**src/rtl/alu_arbiter.sv**
```systemverilog
// Two-requester round-robin front end for a shared combinational ALU.
// One operation in flight at a time: accept (IDLE) -> capture (EXEC) -> deliver (RESP).
module alu_arbiter #(
    parameter int unsigned DATA_W = 32,
    parameter int unsigned CNT_W  = 16
) (
    input  logic              clk,
    input  logic              rst_n,

    input  logic              req0_valid,
    output logic              req0_ready,
    input  logic [3:0]        req0_sel,
    input  logic [DATA_W-1:0] req0_a,
    input  logic [DATA_W-1:0] req0_b,

    input  logic              req1_valid,
    output logic              req1_ready,
    input  logic [3:0]        req1_sel,
    input  logic [DATA_W-1:0] req1_a,
    input  logic [DATA_W-1:0] req1_b,

    output logic              rsp0_valid,
    input  logic              rsp0_ready,
    output logic [DATA_W-1:0] rsp0_result,
    output logic [4:0]        rsp0_flags,

    output logic              rsp1_valid,
    input  logic              rsp1_ready,
    output logic [DATA_W-1:0] rsp1_result,
    output logic [4:0]        rsp1_flags,

    output logic [3:0]        ALU_SEL,
    output logic [DATA_W-1:0] A,
    output logic [DATA_W-1:0] B,
    input  logic [DATA_W-1:0] ALU_OUT,
    input  logic              carry,
    input  logic              zero,
    input  logic              negative,
    input  logic              overflow,
    input  logic              underflow,

    output logic              busy,
    output logic [CNT_W-1:0]  done0_cnt,
    output logic [CNT_W-1:0]  done1_cnt
);

    typedef enum logic [1:0] {StIdle, StExec, StResp} state_e;

    state_e     state_q, state_d;
    logic       pref_q, pref_d;    // requester preferred at the next contested accept
    logic       grant_q, grant_d;  // requester currently being served
    logic       hs0, hs1;
    logic       rsp0_hs, rsp1_hs;
    logic [4:0] alu_flags;

    assign alu_flags  = {carry, zero, negative, overflow, underflow};
    assign busy       = (state_q != StIdle);
    assign rsp0_valid = (state_q == StResp) && !grant_q;
    assign rsp1_valid = (state_q == StResp) && grant_q;
    assign rsp0_hs    = rsp0_valid && rsp0_ready;
    assign rsp1_hs    = rsp1_valid && rsp1_ready;

    always_comb begin
        state_d    = state_q;
        pref_d     = pref_q;
        grant_d    = grant_q;
        req0_ready = 1'b0;
        req1_ready = 1'b0;
        hs0        = 1'b0;
        hs1        = 1'b0;
        unique case (state_q)
            StIdle: begin
                // Only the preferred side is ready when both contend, so at most one handshake.
                req0_ready = !pref_q || !req1_valid;
                req1_ready = pref_q || !req0_valid;
                hs0        = req0_valid && req0_ready;
                hs1        = req1_valid && req1_ready;
                if (hs0 || hs1) begin
                    state_d = StExec;
                    grant_d = hs1;
                    pref_d  = !hs1;
                end
            end
            StExec: state_d = StResp;
            StResp: begin
                if (rsp0_hs || rsp1_hs) begin
                    state_d = StIdle;
                end
            end
            default: state_d = StIdle;
        endcase
    end

    always_ff @(posedge clk or negedge rst_n) begin
        if (!rst_n) begin
            state_q <= StIdle;
            pref_q  <= 1'b0;
            grant_q <= 1'b0;
        end else begin
            state_q <= state_d;
            pref_q  <= pref_d;
            grant_q <= grant_d;
        end
    end

    always_ff @(posedge clk or negedge rst_n) begin
        if (!rst_n) begin
            ALU_SEL <= '0;
            A       <= '0;
            B       <= '0;
        end else if (hs0) begin
            ALU_SEL <= req0_sel;
            A       <= req0_a;
            B       <= req0_b;
        end else if (hs1) begin
            ALU_SEL <= req1_sel;
            A       <= req1_a;
            B       <= req1_b;
        end
    end

    always_ff @(posedge clk or negedge rst_n) begin
        if (!rst_n) begin
            rsp0_result <= '0;
            rsp0_flags  <= '0;
            rsp1_result <= '0;
            rsp1_flags  <= '0;
        end else if (state_q == StExec) begin
            if (!grant_q) begin
                rsp0_result <= ALU_OUT;
                rsp0_flags  <= alu_flags;
            end else begin
                rsp1_result <= ALU_OUT;
                rsp1_flags  <= alu_flags;
            end
        end
    end

    always_ff @(posedge clk or negedge rst_n) begin
        if (!rst_n) begin
            done0_cnt <= '0;
            done1_cnt <= '0;
        end else begin
            if (rsp0_hs) begin
                done0_cnt <= done0_cnt + CNT_W'(1);
            end
            if (rsp1_hs) begin
                done1_cnt <= done1_cnt + CNT_W'(1);
            end
        end
    end

endmodule

```
**config.mk**
```make
export PLATFORM = sky130hd
export DESIGN_NAME = alu_arbiter
export DESIGN_NICKNAME = d
export VERILOG_FILES = /design/src/rtl/alu_arbiter.sv
export SDC_FILE = /design/constraint.sdc
export NUM_CORES = 1
export LEC_CHECK = 0
export ABC_AREA = 0
export CORE_MARGIN = 2
export CORE_UTILIZATION = 40
export CTS_BUF_LIST = sky130_fd_sc_hd__clkbuf_4 sky130_fd_sc_hd__clkbuf_8
export DETAILED_ROUTE_END_ITERATION = 10
export PLACE_DENSITY = 0.91
export SYNTH_ARGS = -nofsm -noshare
export SYNTH_HDL_FRONTEND = slang
export SYNTH_SLANG_ARGS = --single-unit
```
**constraint.sdc**
```tcl
create_clock -name clk -period 2.9 [get_ports clk]
set_input_delay 0.435 -clock clk [delete_from_list [all_inputs] [get_ports clk]]
set_output_delay 0.435 -clock clk [all_outputs]
set_load 0.05 [all_outputs]
```
After elaboration in Yosys (flattened, before gate mapping)
Index checks and enable logic that the tools add are counted.

storage, ports and cells
  bits of input ports = 179
  register bits = 178
  word-level logic and storage cells = 54

cells by class
  muxes and demuxes = 13
  reductions and logical operators = 22
  add/sub/neg operators = 2
  bitwise logic cells = 1
  eq/ne operators = 4

operators with widths
  kind                   number
  $mux 32                4
  $add 16x1->16 const B  2
  $mux 4                 2
  $reduce_and 2->1       4
  $logic_and 1x1->1      6
  $pmux 2 s3             1
  $logic_not 1->1        5
  $logic_or 1x1->1       4
  $mux 1                 4
  $mux 2                 2
  $reduce_bool 2->1      2
  $eq 2x1->1 const B     1
  $eq 2x2->1 const B     1
  $logic_not 2->1        1
  $ne 2x1->1 const B     1
  $ne 2x2->1 const B     1
  $not 1->1              1

Depth between registers and ports, before layout
Gate-level depths: netlist of the first run.

  word-level depth = 6
  gate-level depth with buffers = 7
  depth with buffers taken out = 5

Worst setup path after synthesis of the first run
Ideal clock, no wire load.

  path type = register to output
  from = register state_q[1]
  to = output port req1_ready
  stages on the path, launching flop included = 3
  buffers on the path = 0
  data required time = 2.465 ns
  data arrival time = 1.742 ns
  setup slack = 0.723 ns
  cells stage by stage = dfrtp_1 or2_1 a21oi_1

between the ends
  cells in the longest elaborated chain, start to end = 2

ends and longest elaborated chain
  what                      line  RTL
  start: declaration        49    state_e state_q, state_d;
  start signal: assignment  96    state_q <= StIdle;
  start signal: assignment  100   state_q <= state_d;
  $logic_not 2->1           71    unique case (state_q)
  $mux 1                    71
  end: declaration          17    output logic req1_ready,

Every way passes these cells.

Worst setup path after layout of the first run
Same ends and word-level chain as after synthesis.

==> results of run 1 <==
==> layout make-up <==
type	instances	area, um^2	share of cell area
Tap cell	234	293	0.0249
Timing Repair Buffer	369	3740	0.318
Clock buffer	17	234	0.0199
Inverter	3	11.3	0.000958
Sequential cell	178	4450	0.379
Multi-Input combinational cell	462	2860	0.243
Clock inverter	14	165	0.0140
==> worst max path at each step <==
stage / startpoint / slack, ps / to / cells after the start
detailed placement: req0_valid / 560 / req1_ready / 3
global route: state_q[1] / 140 / req1_ready / 3
CTS: state_q[1] / 210 / req1_ready / 3
floorplan: state_q[1] / 720 / req1_ready / 2
global placement: req0_valid / 560 / req1_ready / 3
finish: state_q[1] / 240 / req1_ready / 3
==> through the flow <==
step / std cells / total power [mW]
2_1_floorplan: 683 / 10.3
3_3_place_gp: 1245 / 13.3
3_5_place_dp: 1245 / 13.5
4_1_cts: 1277 / 15.3
5_1_grt: 1277 / 16.0
6_report: 1277 / 15.2
==> power groups by stage <==
stage / Sequential [mW] / Combinational (mW) / Clock (mW)
after global placement: 4.21 / 9.12 / 0
after global routing: 4.36 / 9.70 / 1.89
after floorplan: 7.86 / 2.45 / 0
after detailed placement: 4.28 / 9.27 / 0
after CTS: 4.24 / 9.29 / 1.78
final: 4.23 / 9.24 / 1.72
==> critical path, stage by stage, from the launching register on <==
cell and delay, ps:
sky130_fd_sc_hd__dfrtp_1 470, sky130_fd_sc_hd__or2_1 300, sky130_fd_sc_hd__a21oi_1 180, sky130_fd_sc_hd__clkdlybuf4s50_1 840
==> cells in the mapped netlist, drive strengths merged <==
cell type  count
dfrtp        178
a21oi        138
nand2         92
nor2          79
mux2          76
buf           28
xnor2         15
xor2          15
clkbuf        12
nand4          9
nand3          7
and3           5
nor3           5
inv            3
o21ai          3
or2            3
and2           2
and4           2
ha             2
nand2b         2
nor3b          2
nor4           2
and4b          1
and4bb         1
nand4bb        1
==> state kept, by name, indices dropped and copies added, names as in the netlist <==
| register | cells |
|---|---|
| rsp1_flags | 5 |
| B | 32 |
| rsp1_result | 32 |
| pref_q | 1 |
| ALU_SEL | 4 |
| grant_q | 1 |
| done1_cnt | 16 |
| A | 32 |
| rsp0_result | 32 |
| done0_cnt | 16 |
| rsp0_flags | 5 |
| state_q | 2 |
==> routing by layer <==
layer,routed length (um),vias up,GRT usage
met5,0,-,0
met4,549,0,0.0700
met3,1990,37,0.0817
met2,11600,300,0.398
met1,8800,3168,0.267
li1,-,3010,-
==> kinds of logic after synthesis <==
kind of cell,count (synthesis),synth area share
fa+ha+maj,2,0.00332
flops,178,0.591
mux,76,0.113
compound gates,141,0.104
buf+inv,43,0.0314
simple gates,213,0.123
xor+xnor,30,0.0348
==> repair_timing <==
action | 4_1_cts | 5_1_grt
gates resized for setup | 0 | 0
endpoints found under the hold margin | 58 | 0
hold buffers | 1 | 0
==> summary.txt, run 1 <==
Status
  • Run status: completed

Setup path
  • Reg-to-reg critical path startpoint: state_q[1]
  • Worst reg2reg setup slack: 970 ps
  • Crit start category: flop
  • Critical R2R Capture: A[10]
  • Crit. End Element: output pin
  • Category of the most critical setup path: flop to output pin
  • WP data arrival: 2230 ps
  • Data required time of the critical path: 2470 ps
  • Max Fanout on Critical Path: 7
  • Depth of the most critical reg-to-reg path: 6

STA
  • Achievable frequency: 376 MHz
  • Setup TNS: 0 ps
  • Minimum setup slack in the final design: 237 ps
  • Worst slew pin tran: 673 ps
  • Period Utilization, post-route: 0.918
  • Final critical-path required period: 2660 ps
  • Clock skew: 20.4 ps
  • Total setup violations reported at the end of the flow: 0
  • Final number of hold-violating endpoints: 0
  • RSZ-0062 raised after global routing: no
  • Pins over their slew limit: 0
  • Final worst hold slack: 482 ps
  • Relative slew slack: 0.550

Detailed routing
  • Count of unresolved DRC violations after routing: 0
  • Number of DRC violations after detailed-routing iteration 0: 240
  • Antenna-violating nets left: 0
  • Detailed-routing iteration count for the pre-antenna-repair pass: 4
  • DRT Wirelength: 22,900 um
  • Routed wire length per instance: 17.9 um
  • Vias per cell: 5.10
  • Via total after detailed routing: 6,515

Final layout
  • Area of all placed cells without fillers: 0.0118 mm^2
  • Top library cells by usage in the layout, fill and taps aside: sky130_fd_sc_hd__clkdlybuf4s50_1, sky130_fd_sc_hd__dfrtp_1, sky130_fd_sc_hd__a21oi_1
  • Nets@finish: 1,212
  • Most common cell after layout, fill and taps aside: sky130_fd_sc_hd__clkdlybuf4s50_1
  • Fraction of layout cells with a size suffix above 1: 0.138
  • Number of fillers in the final layout: 1,438
  • Final core occ: 0.633
  • Area Overhead vs Synth: 55.9%
  • Antenna cells: 0

Floorplanning
  • Initial standard-cell utilization of the core: 0.406
  • Die Span X: 141 um
  • Chip Height: 141 um
  • Cell Rows: 50
  • Ports placed on the boundary: 358
  • Total die area: 0.0200 mm^2
  • Core Footprint: 0.0186 mm^2

Synth
  • Count of unique library cells instantiated by Yosys: 35
  • Count of yosys warnings during synthesis: 0
  • Gate count after technology mapping: 683
  • #FFs+latches synth: 178
  • Mean cell area of the mapped netlist: 11.0 um^2
  • Proportion of synthesized chip area in sequential cells: 0.591
  • Biggest area consumer among synthesized cells: sky130_fd_sc_hd__dfrtp_1
  • Synth Cell Area: 0.00754 mm^2
  • Post-Syn Nets: 864
  • Top cells by area, synth: sky130_fd_sc_hd__dfrtp_1, sky130_fd_sc_hd__mux2_2, sky130_fd_sc_hd__a21oi_1
  • Share of Yosys cell area claimed by the top area cell type: 0.591

Clocking
  • Clock latency of the later-clocked register in the worst-skew pair: 440 ps
  • Clock tree sinks: 178
  • CTS clock-pin slew for the worst setup and hold paths: 110 ps
  • CTS HTree Levels: 4
  • Number of buffers inserted during clock tree synthesis: 17
  • Number of setup buffers added after CTS: 0
  • Max Buffers Root-to-Sink: 2
  • Root buffer cell: sky130_fd_sc_hd__clkbuf_8
  • TritonCTS clock tree: built

Global routing
  • Antenna violations before repair: 0
  • Via count of the first global-routing pass: 6,839
  • GRT Resource Usage Total: 0.229
  • Wire length of the first global-routing pass: 36,000 um
  • Overflow left after global routing: 0
  • Largest net degree at the start of global routing: 74

Hold path
  • Type of the most critical hold path: flop to flop
  • Beginning of the worst hold path: done0_cnt[15]
  • Worst-case hold path end point: done0_cnt[15]
  • Hold depth: 1

Place
  • Last weighted congestion value of the routability-driven placer: 0.830
  • Post-place instance area: 0.0113 mm^2
  • Number of buffers inserted by port buffering: 357
  • Worst slack, placed: 563 ps
  • Half-perimeter wire length of the detailed placement result: 16,900 um

Power and ir drop
  • Switching share of power: 0.505
  • Static leakage: 4.97 nW
  • Cell Pwr Density: 1290 mW/mm^2
  • Clk pwr share: 0.113
  • Max rail drop VDD: 761 uV
  • Sequential share of power: 0.278
  • Power spent charging and discharging nets: 7.68 mW
  • Comb power frac: 0.608
  • Internal: 7.52 mW

Flow run
  • Number of violations of the max-capacitance limit: 0
Power figures use the tool's default switching activity.
==> inputs of run 2 (changes only) <==
--- a/config.mk
+++ b/config.mk
@@ -8,7 +8,6 @@
 export ABC_AREA = 0
 export CORE_MARGIN = 2
 export CORE_UTILIZATION = 40
-export CTS_BUF_LIST = sky130_fd_sc_hd__clkbuf_4 sky130_fd_sc_hd__clkbuf_8
 export DETAILED_ROUTE_END_ITERATION = 10
 export PLACE_DENSITY = 0.91
 export SYNTH_ARGS = -nofsm -noshare
==> constraint.sdc (replaced) <==
create_clock -name clk -period 2.9 [get_ports clk]
set_input_delay 0.435 -clock clk [delete_from_list [all_inputs] [get_ports clk]]
set_output_delay 0.435 -clock clk [all_outputs]
set_load 0.02 [all_outputs]
==> summary.txt, run 2 (synthesized netlist as in run 1, its figures left out) <==
Clocking
  • Clock latency of the later-clocked register in the worst-skew pair: 420 ps (-20 ps)
  • CTS clock-pin slew for the worst setup and hold paths: 70 ps (-40 ps)
  • CTS HTree Levels: 4 (unchanged)
  • Hold bufs inserted after CTS: 0 (-1)
  • Max Buffers Root-to-Sink: 2 (unchanged)
  • Number of buffers inserted during clock tree synthesis: 17 (unchanged)
  • Root buffer cell: sky130_fd_sc_hd__clkbuf_16
  • Cells resized by post-CTS repair: 0 (unchanged)
  • Number of setup buffers added after CTS: 0 (unchanged)
  • Clock tree sinks: 178 (unchanged)
  • TritonCTS clock tree: built

STA
  • Clock skew: 14.1 ps (-6.27 ps)
  • Worst slew pin tran: 743 ps (+70.1 ps)
  • Total setup violations reported at the end of the flow: 0 (unchanged)
  • Final critical-path required period: 2410 ps (-255 ps)
  • Relative slew slack: 0.505 (-0.0453)
  • Period Utilization, post-route: 0.830 (-0.0881)
  • Final number of hold-violating endpoints: 0 (unchanged)
  • Achievable frequency: 415 MHz (+11%)
  • Setup TNS: 0 ps (unchanged)
  • Pins over their slew limit: 0 (unchanged)
  • RSZ-0062 raised after global routing: no

Final layout
  • Top library cells by usage in the layout, fill and taps aside: sky130_fd_sc_hd__clkdlybuf4s50_1, sky130_fd_sc_hd__dfrtp_1, sky130_fd_sc_hd__a21oi_1
  • Antenna cells: 0 (unchanged)
  • Nets@finish: 1,213 (+0.083%)
  • Area of all placed cells without fillers: 0.0120 mm^2 (+1.7%)
  • Most common cell after layout, fill and taps aside: sky130_fd_sc_hd__clkdlybuf4s50_1
  • Fraction of layout cells with a size suffix above 1: 0.141 (+0.00261)
  • Area Overhead vs Synth: 58.6%

Setup path
  • Slowest cell delay on critical path: 630 ps (-210 ps)
  • Crit path buffers/inverters: 1 (unchanged)
  • Depth of the most critical reg-to-reg path: 6 (unchanged)
  • Worst path slowest cell: sky130_fd_sc_hd__clkdlybuf4s50_1
  • CP Cell Sequence: or2_1, a21oi_1, clkdlybuf4s50_1
  • Worst reg2reg setup slack: 950 ps (-20 ps)
  • Data required time of the critical path: 2470 ps (about the same)
  • Crit. End Element: output pin
  • Stages on the worst setup path: 3 (unchanged)
  • Critical R2R Capture: A[9]
  • Crit start category: flop
  • Family of cells with the greatest summed delay on the critical path: buffers and inverters
  • Max Fanout on Critical Path: 7 (unchanged)
  • Category of the most critical setup path: flop to output pin
  • Reg-to-reg critical path startpoint: state_q[1]
  • WP data arrival: 1970 ps (-260 ps)

Detailed routing
  • Count of unresolved DRC violations after routing: 0 (unchanged)
  • Routed wire length per instance: 18.2 um (+1.6%)
  • DRT Wirelength: 23,300 um (+1.8%)
  • Via total after detailed routing: 6,565 (+0.77%)
  • Antenna-violating nets left: 0 (unchanged)
  • Vias per cell: 5.13 (+0.61%)
  • Detailed-routing iteration count for the pre-antenna-repair pass: 4 (unchanged)
  • Number of DRC violations after detailed-routing iteration 0: 282 (+18%)

Global routing
  • Overflow left after global routing: 0 (unchanged)
  • Antenna violations before repair: 0 (unchanged)
  • Largest net degree at the start of global routing: 83 (+12%)
  • Wire length of the first global-routing pass: 36,300 um (+0.88%)
  • Via count of the first global-routing pass: 6,959 (+1.8%)
  • GRT Resource Usage Total: 0.231 (+0.00204)

Place
  • Last weighted congestion value of the routability-driven placer: 0.830 (about the same)
  • Number of buffers inserted by port buffering: 357 (unchanged)
  • Post-place instance area: 0.0114 mm^2 (+0.13%)
  • Half-perimeter wire length of the detailed placement result: 17,400 um (+2.5%)

Floorplanning
  • Cell Rows: 50 (unchanged)
  • Die Span X: 141 um (unchanged)
  • Core Footprint: 0.0186 mm^2 (unchanged)
  • Chip Height: 141 um (unchanged)
  • Initial standard-cell utilization of the core: 0.406 (unchanged)
  • Total die area: 0.0200 mm^2 (unchanged)
  • Ports placed on the boundary: 358 (unchanged)

Status
  • Run status: completed

Hold path
  • Type of the most critical hold path: primary input to async pin

Flow run
  • Number of violations of the max-capacitance limit: 0 (unchanged)

Power and ir drop
  • Static leakage: 5.07 nW (+2.1%)
  • Max rail drop VDD: 531 uV (-30%)
  • Cell Pwr Density: 1110 mW/mm^2 (-14%)
run 2: routing by layer:
layer	vias up	track usage	share of wire
li1	3019	-	-
met1	3194	0.265	0.37
met2	298	0.395	0.50
met3	54	0.0769	0.088
met4	0	0.103	0.035
met5	-	0	0
run 2: metrics by stage:
step | util | setup slack, ps | hold WS, ps | std cells | power (mW)
after detailed placement | 0.612 | 576 | 469 | 1247 | 11.1
after floorplan | - | 1220 | 139 | 683 | 7.84
after CTS | 0.644 | 467 | 76.1 | 1279 | 13.4
final | 0.644 | 493 | 61.5 | 1279 | 13.3
after global placement | 0.612 | 653 | 459 | 1247 | 10.8
after global routing | 0.644 | 392 | 99.5 | 1279 | 14.1
run 2: power by group:
part	switching, mW	internal (mW)	leakage [nW]
combinational	3.51	3.26	2.67
sequential	0.683	3.58	2.11
clock	1.11	1.19	0.290
total	5.30	8.03	5.07
run 2: how the worst max path moves through the flow:
| stage | start | endpoint | slack (ps) |
|---|---|---|---|
| 4_1_cts | state_q[1] | req1_ready | 470 |
| 2_1_floorplan | state_q[1] | ALU_SEL[0] | 1220 |
| 5_1_grt | state_q[1] | req1_ready | 390 |
| 6_report | state_q[1] | req1_ready | 490 |
| 3_3_place_gp | req0_valid | A[4] | 650 |
| 3_5_place_dp | req0_valid | B[12] | 580 |
run 2: cell type report:
class,count,area (um^2)
inverter,3,11.3
fill,1416,6620
timing repair buffer,370,3750
clock inverter,14,156
sequential,178,4450
clock buffer,18,439
multi-input combinational,462,2860
tap,234,293
==> patch (config.mk and constraints of run 1) <==
Change the parameter `DATA_W` from 32 to 36.
--- a/src/rtl/alu_arbiter.sv
+++ b/src/rtl/alu_arbiter.sv
@@ -2,5 +2,5 @@
 // One operation in flight at a time: accept (IDLE) -> capture (EXEC) -> deliver (RESP).
 module alu_arbiter #(
-    parameter int unsigned DATA_W = 32,
+    parameter int unsigned DATA_W = 36,
     parameter int unsigned CNT_W  = 16
 ) (
Ports: changed (9 resized); port bits go from 358 to 394. The function was not compared with the original's and may differ.
==> patch against run 1 <==
Utilization is 0.18 points higher; cell area up 8.2%; synthesized area up 7.5%; worst setup slack worse by 0.11 ns; sequential cell count is 16 higher; power rose by 10%; die area increased by 7.3%; routed wire length rose by 15%; critical path type unchanged.
==> patch: results <==
export IMPL_antenna_found_initial=1
export IMPL_place_inst=1369
export IMPL_crit_path_max_fanout=6
export IMPL_synthDistinctLibCells=37
export IMPL_drt_met1_wl_mm=10.1
export IMPL_nFillCells=1551
export IMPL_multi_input_area_um2=3020
export IMPL_powerClk_mw=1.86
export IMPL_muxShareOfSynthArea_pct=11.4
export IMPL_grt_max_degree=77
export IMPL_placed_area_um2=12300
export IMPL_status="completed"
export IMPL_r2r_slack_ns=0.90
export IMPL_min_path_type="in -> reg"
export IMPL_grt_pass1_vias=7516
export IMPL_yosys_top_cells_area="dfrtp_1 60%, mux2_2 11%, a21oi_1 9.5%"
export IMPL_synth_compound_area_share_pct=9.72
export IMPL_hold_depth=3
export IMPL_seq_area_frac_synth_pct=59.9
export IMPL_cp_data_arrival_time_ns=2.33
export IMPL_clk_latency_ns=0.46
export IMPL_use_met3_pct=6.41
export IMPL_p_seq_share_pct=28.0
export IMPL_syn_nets=940
export IMPL_fmax_ghz=0.361
export IMPL_grt_pass1_wl_mm=41.1
export IMPL_ir_worst_vdd_uv=777
export IMPL_io_buffers=393
export IMPL_fin_total_pwr_mw=16.7
export IMPL_whs_ns=0.497
export IMPL_grtUsageMet1_pct=29.0
export IMPL_wirelength_mm=26.4
export IMPL_synthAdderAreaFrac_pct=0.309
export IMPL_leakage_nw=5.39
export IMPL_fin_skew_ns=0.0221
export IMPL_p_int_mw=8.17
export IMPL_final_net_count=1320
export IMPL_met3_wirelength_mm=1.88
export IMPL_grt_use_total_pct=24.5
export IMPL_first_pass_iters=5
export IMPL_globalplace_congestion=0.842
export IMPL_drt_wirelength_per_cell_um=18.8
export IMPL_synth_xor_xnor_area_share_pct=3.24
export IMPL_tightestPinTransition_ns=0.904
export IMPL_crit_family="buffers and inverters"
## patch: cell types whose count changed after synthesis, sizes merged, moves of 2 or more
cell   before  now
mux2       76   82
nand4       9    6
dfrtp     178  194
xnor2      15   23
nand2      92   98
buf        28   30
a21oi     138  154
nor2       79   90
or4         0    2
inv         3    6
xor2       15    7
nor3        5    1
## patch: cell type report
| cell class | count | area share (%) |
|---|---|---|
| timing repair buffer | 404 | 31.9 |
| tap | 270 | 2.66 |
| multi-input combinational | 496 | 23.7 |
| antenna | 1 | 0.0197 |
| inverter | 6 | 0.177 |
| clock buffer | 18 | 1.95 |
| clock inverter | 14 | 1.39 |
| sequential | 194 | 38.2 |
## patch: worst paths after layout
| check | startpoint | endpoint |
|---|---|---|
| worst max-delay path | state_q[1] | rsp1_valid |
| worst max register to register | state_q[1] | B[9] |
| worst min-delay path | req1_a[28] | A[28] |
| max in group asynchronous | rst_n | rsp1_result[15] |
| min in group asynchronous | rst_n | rsp1_result[2] |
| worst min register to register | rsp1_result[15] | rsp1_result[15] |
